[config.mk]
export PLATFORM = sky130hd
export DESIGN_NAME = regfile_flat
export DESIGN_NICKNAME = d
export VERILOG_FILES = /design/src/rtl/regfile_if.sv /design/src/rtl/regfile.sv /design/src/flat_wrapper.sv
export SDC_FILE = /design/constraint.sdc
export NUM_CORES = 2
export LEC_CHECK = 0
export ABC_AREA = 1
export CORE_MARGIN = 3
export CORE_UTILIZATION = 45
export CTS_CLUSTER_SIZE = 20
export DETAILED_ROUTE_END_ITERATION = 16
export SYNTH_ARGS = -nofsm -noshare
export SYNTH_HDL_FRONTEND = slang
export SYNTH_SLANG_ARGS = --single-unit
[constraint.sdc]
create_clock -name clk -period 49 [get_ports clk]
set_clock_uncertainty 0.2 [all_clocks]
set_input_delay 9.8 -clock clk [delete_from_list [all_inputs] [get_ports clk]]
set_output_delay 9.8 -clock clk [all_outputs]
set_load 0.02 [all_outputs]
[src/rtl/regfile_if.sv]
// Writeback-to-register-file write port: destination index plus data.
// A destination of 0 means no write this cycle.
interface regf_w;
  logic [4:0]  regf;
  logic [31:0] data;

  modport master (output regf, output data);
  modport slave  (input  regf, input  data);
endinterface

[src/rtl/regfile.sv]
// MIPS general-purpose register file: 31 stored 32-bit GPRs ($0 reads zero),
// two combinational read ports with write-through bypass, and a per-register
// pending-write scoreboard used by decode for RAW hazard detection.
module regfile #(
  parameter int unsigned PEND_W = 2
) (
  input  logic        clk,
  input  logic        rst,
  regf_w.slave        rd,
  input  logic [4:0]  rs_regf,
  output logic [31:0] rs_data,
  output logic        rs_busy,
  input  logic [4:0]  rt_regf,
  output logic [31:0] rt_data,
  output logic        rt_busy,
  input  logic [4:0]  claim_regf,
  input  logic        flush
);

  localparam logic [PEND_W-1:0] CNT_MAX = '1;

  logic [31:0]       gpr_q [1:31];
  logic [31:0]       gpr_d [1:31];
  logic [PEND_W-1:0] cnt_q [1:31];
  logic [PEND_W-1:0] cnt_d [1:31];

  // Full 32-entry views with index 0 pinned to zero, for indexed reads.
  logic [31:0]       rf_view  [32];
  logic [PEND_W-1:0] cnt_view [32];

  logic wr_en;
  logic rs_rel;
  logic rt_rel;
  logic [PEND_W-1:0] rs_cnt;
  logic [PEND_W-1:0] rt_cnt;

  // Write port is live only for a nonzero destination outside reset.
  always_comb begin
    wr_en = (rd.regf != 5'd0) && !rst;
  end

  // Next-state of the GPR storage.
  always_comb begin
    for (int unsigned i = 1; i < 32; i++) begin
      gpr_d[i] = gpr_q[i];
      if (wr_en && (rd.regf == 5'(i)))
        gpr_d[i] = rd.data;
    end
  end

  // Next-state of the pending-write counters; flush wins, then a claim and
  // release to the same register cancel, otherwise saturate at 0 / max.
  always_comb begin
    for (int unsigned i = 1; i < 32; i++) begin
      cnt_d[i] = cnt_q[i];
      if (flush) begin
        cnt_d[i] = '0;
      end else if ((claim_regf == 5'(i)) && !(rd.regf == 5'(i))) begin
        if (cnt_q[i] != CNT_MAX)
          cnt_d[i] = cnt_q[i] + 1'b1;
      end else if ((rd.regf == 5'(i)) && !(claim_regf == 5'(i))) begin
        if (cnt_q[i] != '0)
          cnt_d[i] = cnt_q[i] - 1'b1;
      end
    end
  end

  // State registers, cleared asynchronously.
  always_ff @(posedge clk or posedge rst) begin
    if (rst) begin
      for (int unsigned i = 1; i < 32; i++) begin
        gpr_q[i] <= '0;
        cnt_q[i] <= '0;
      end
    end else begin
      for (int unsigned i = 1; i < 32; i++) begin
        gpr_q[i] <= gpr_d[i];
        cnt_q[i] <= cnt_d[i];
      end
    end
  end

  // Zero-extended views of storage and counters.
  always_comb begin
    rf_view[0]  = '0;
    cnt_view[0] = '0;
    for (int unsigned i = 1; i < 32; i++) begin
      rf_view[i]  = gpr_q[i];
      cnt_view[i] = cnt_q[i];
    end
  end

  // Read ports with bypass of the retiring writer.
  always_comb begin
    rs_rel = wr_en && (rd.regf == rs_regf);
    rt_rel = wr_en && (rd.regf == rt_regf);

    if (rs_regf == 5'd0)  rs_data = '0;
    else if (rs_rel)      rs_data = rd.data;
    else                  rs_data = rf_view[rs_regf];

    if (rt_regf == 5'd0)  rt_data = '0;
    else if (rt_rel)      rt_data = rd.data;
    else                  rt_data = rf_view[rt_regf];
  end

  // Busy: outstanding writers excluding the one retiring now. Compared rather
  // than subtracted so a stale release against an empty counter cannot wrap.
  always_comb begin
    rs_cnt  = cnt_view[rs_regf];
    rt_cnt  = cnt_view[rt_regf];
    rs_busy = rs_cnt > PEND_W'(rs_rel);
    rt_busy = rt_cnt > PEND_W'(rt_rel);
  end

endmodule

[src/flat_wrapper.sv]
// flat-port wrapper written by rule: the top's interface ports become plain ports
module regfile_flat 
#(
  parameter int unsigned PEND_W = 2
)
  (clk, rst, rs_regf, rs_data, rs_busy, rt_regf, rt_data, rt_busy, claim_regf, flush, rd_regf, rd_data);
  regf_w rd_i ();
  input  logic clk;
  input  logic rst;
  input  logic [4:0] rs_regf;
  output logic [31:0] rs_data;
  output logic rs_busy;
  input  logic [4:0] rt_regf;
  output logic [31:0] rt_data;
  output logic rt_busy;
  input  logic [4:0] claim_regf;
  input  logic flush;
  input wire logic [$bits(rd_i.regf)-1:0] rd_regf;
  input wire logic [$bits(rd_i.data)-1:0] rd_data;
  assign rd_i.regf = rd_regf;
  assign rd_i.data = rd_data;
  regfile #(.PEND_W(PEND_W)) u_core (.clk(clk), .rst(rst), .rd(rd_i), .rs_regf(rs_regf), .rs_data(rs_data), .rs_busy(rs_busy), .rt_regf(rt_regf), .rt_data(rt_data), .rt_busy(rt_busy), .claim_regf(claim_regf), .flush(flush));
endmodule
==> results.md <==
- Worst reg2reg path startpoint: u_core.cnt_q[32]$_DFFE_PP0P_
- H-tree Lvls: 3
- Grt met1 use: 0.456
- FFs w/ async S/R, synth: 1.00
- Most Crowded Layer GR: met2
- Worst R2R End: u_core.cnt_q[33]$_DFFE_PP0P_
- Sequential cell area fraction in the yosys report: 0.411
- Final RePlAce weighted congestion: between 0.8 and 0.9
- Hold slack: around 0.28 ns
- Detailed-route wire length: between 200,000 and 300,000 um
- Area added between synthesis and finish: 8.72%
- YS warnings: 0
- Drt initial violations: approximately 8,600
- Layout cells sized above 1: 0.0414
- Largest net degree at the start of global routing: 195
- Leakage: around 34 nW
- Final Util: 0.496
- HP Start: u_core.gpr_q[489]$_DFFE_PP0P_
- Post-CTS Setup Repair Bufs: 0
- Top cell type's share of synthesized area: 0.411
- Fillers: between 10,000 and 15,000
- Vias in the first global route: about 62,000
- Buffers added on ports: 120
- TNS Setup: 0 ns
- Hold_buf cts: 0
- CTS tree: done
- Clk slew on worst S/H paths: ~0.06 ns
- Crit start category: primary input
- Unrepaired setup endpoints after global routing: no
- Root cell of the clock tree: clkbuf_16
- Total GRT Usage: 0.336
- Synth area leader: dfrtp_1
- HPWL after DPL: 131,000 um
- Multi-input combinational cell area: around 30,000 sq um
- Core area: approximately 140,000 sq um
- Die W: roughly 380 um
- Clk_lat worst skew: 0.76 ns
- Pins Over Slew Limit: 0
- Yosys reg bits: 1,054
- Total clock sinks: between 1,000 and 1,500
- Rel. slew slack: 0.168
- Final antenna-violating net count: 0
- Post-route DRC: 0
- Avg WL per Cell: roughly 22 um
- Via density: slightly below 6
- Critical path type: primary input to output pin
- Most common flop cell mapped by yosys: dfrtp_1
- Hold crit path type: flip-flop to flip-flop
- Worst VDD drop: between 0.03 and 0.04 mV
- Post-synthesis cell area: about 64,000 sq um
- Die area: 147,000 sq um
- CTS Buf Count: 120
- GR Overflow Total: 0
- Initial Utilization: 0.457
- Status: finished, final reports clean
- Critical-path maximum fanout: 33
- Max clock buf depth: 3
- Initial antenna violation count: 2
- Final Instance Count excl. Fillers: ~11,000
- Mapped Nets: slightly below 10,000
- Critical Path RT: 39.00 ns
- Critical path capture point type: output pin
- Minimum clock period: around 25 ns
- Die Ht: 384 um
- Fmax achieved: between 40 and 50 MHz
- Met3 GRT Util: 0.0561
- Top-count cell post-synth: nand2_1
- Hold path depth: 2
- GR Util met2: 0.528
- Fin nets: between 9,000 and 10,000
- Final hold vios: 0
- Routed via count: 66,065
- R2R cell count: 5
- Synth area leaders: dfrtp_1 (41%), nand2_1 (21%), nand3_1 (16%)
- Pre-antenna DRT Iters: 6
- First-pass GRT wire length: around 380,000 um
- Cts repair resizes: 0
- Post-synth EDFFs: 0
- Worst R2R Setup Slack: 47.55 ns
- Worst-Margin Slew: ~1.2 ns
- Setup violators final: 0
- Cells after synthesis: approximately 9,900
- Synth unique cells: 27
- Register Area: roughly 26,000 sq um
- Pwr Density: 40.2 nW/um^2
- Post-Place Cells: between 10,000 and 15,000
- # rows: between 100 and 150
- WHS Endpoint: u_core.gpr_q[489]$_DFFE_PP0P_
- Syn_area_per_cell: between 6 and 7 sq um
- Commonest cells post-synth: nand2_1 (3,573), nand3_1 (2,044), dfrtp_1 (1,054)
- Final Cycle Share: 0.508
- Worst EP arrival: around 15 ns
- # IOs: approximately 120
- Max-cap check violation count: 0
==> flip-flops by register name, summed over array words and instances, names as in the netlist <==
signal	flops
u_core.gpr_q	992
u_core.cnt_q	62
==> kinds of logic (layout without fill, tap and decap cells) <==
kind of cell / Yosys count / after routing / synth area share
compound gates: 1118 / 1118 / 0.0884
buf+inv: 1827 / 1537 / 0.112
flops: 1054 / 1054 / 0.411
xor+xnor: 20 / 20 / 0.00273
simple gates: 5860 / 5860 / 0.385
other cells: 0 / 2 / 0
fa+ha+maj: 2 / 2 / 0.000390
==> placed cells by master, fill, tap and decap left out, types with 4 or more instances in the layout <==
cell / count
inv_6: 5
nor2_4: 20
inv_2: 9
a21oi_1: 64
xor2_1: 10
nand4_1: 5
clkbuf_16: 122
clkinv_2: 20
nor2_2: 4
buf_4: 126
or2_2: 10
nor3_1: 5
o21ai_0: 886
clkbuf_8: 31
nand3_4: 4
buf_12: 7
buf_2: 4
nand2_2: 9
nor2_1: 182
xnor2_1: 10
clkbuf_1: 34
clkdlybuf4s50_1: 108
buf_8: 4
bufinv_16: 6
o21ai_1: 137
nand3_1: 2044
inv_1: 1048
nand2_1: 3571
inv_8: 5
o211ai_1: 31
dfrtp_1: 1054
==> routing by layer <==
metal,wire [um],up-vias
met1,103000,31240
met3,25100,680
met4,11600,0
li1,-,30513
met2,112000,3632
met5,0,-
==> area by class of cell <==
class | instances | share of cell area
multi-input cells | 7000 | 0.441
flip-flops and latches | 1054 | 0.378
inverters | 1066 | 0.0581
clock buffers | 187 | 0.0517
well taps | 1876 | 0.0336
repair buffers | 251 | 0.0325
clock inverters | 33 | 0.00541
diodes | 2 | 0.0000717
==> report_power, final <==
group          switching [mW]  internal (mW)
registers              0.0951           1.07
logic                   0.486          0.239
clock network           0.386          0.534
total                   0.967           1.84
==> how the worst max path moves through the flow <==
stage / from / end / slack [ns] / cells after the start
global route: rd_regf[4] / rs_busy / 23.99 / 13
finish: rd_regf[4] / rs_busy / 24.11 / 13
CTS: rd_regf[4] / rs_busy / 24.19 / 13
global placement: rd_regf[4] / rs_busy / 24.22 / 13
detailed placement: rd_regf[4] / rs_busy / 24.20 / 13
floorplan: rst / rt_busy / 2.46 / 10
==> critical path, stage by stage <==
cell and delay, ns:
clkdlybuf4s50_1 0.46, buf_4 0.26, inv_1 0.66, nand3_1 0.18, nand2_2 0.26, inv_2 0.25
nand2_2 0.12, buf_4 0.67, inv_2 0.69, ha_1 0.51, or2_2 0.29, nand2_1 0.07
clkdlybuf4s50_1 0.60
==> through the flow <==
step	instance area, sq um	power, mW	setup slack, ns
floorplan	64200	1.69	2.46
global placement	65800	1.86	24.22
detailed placement	65800	1.89	24.20
CTS	69800	2.81	24.19
global route	69800	2.98	23.99
finish	69800	2.81	24.11
Power figures use the tool's default switching activity.
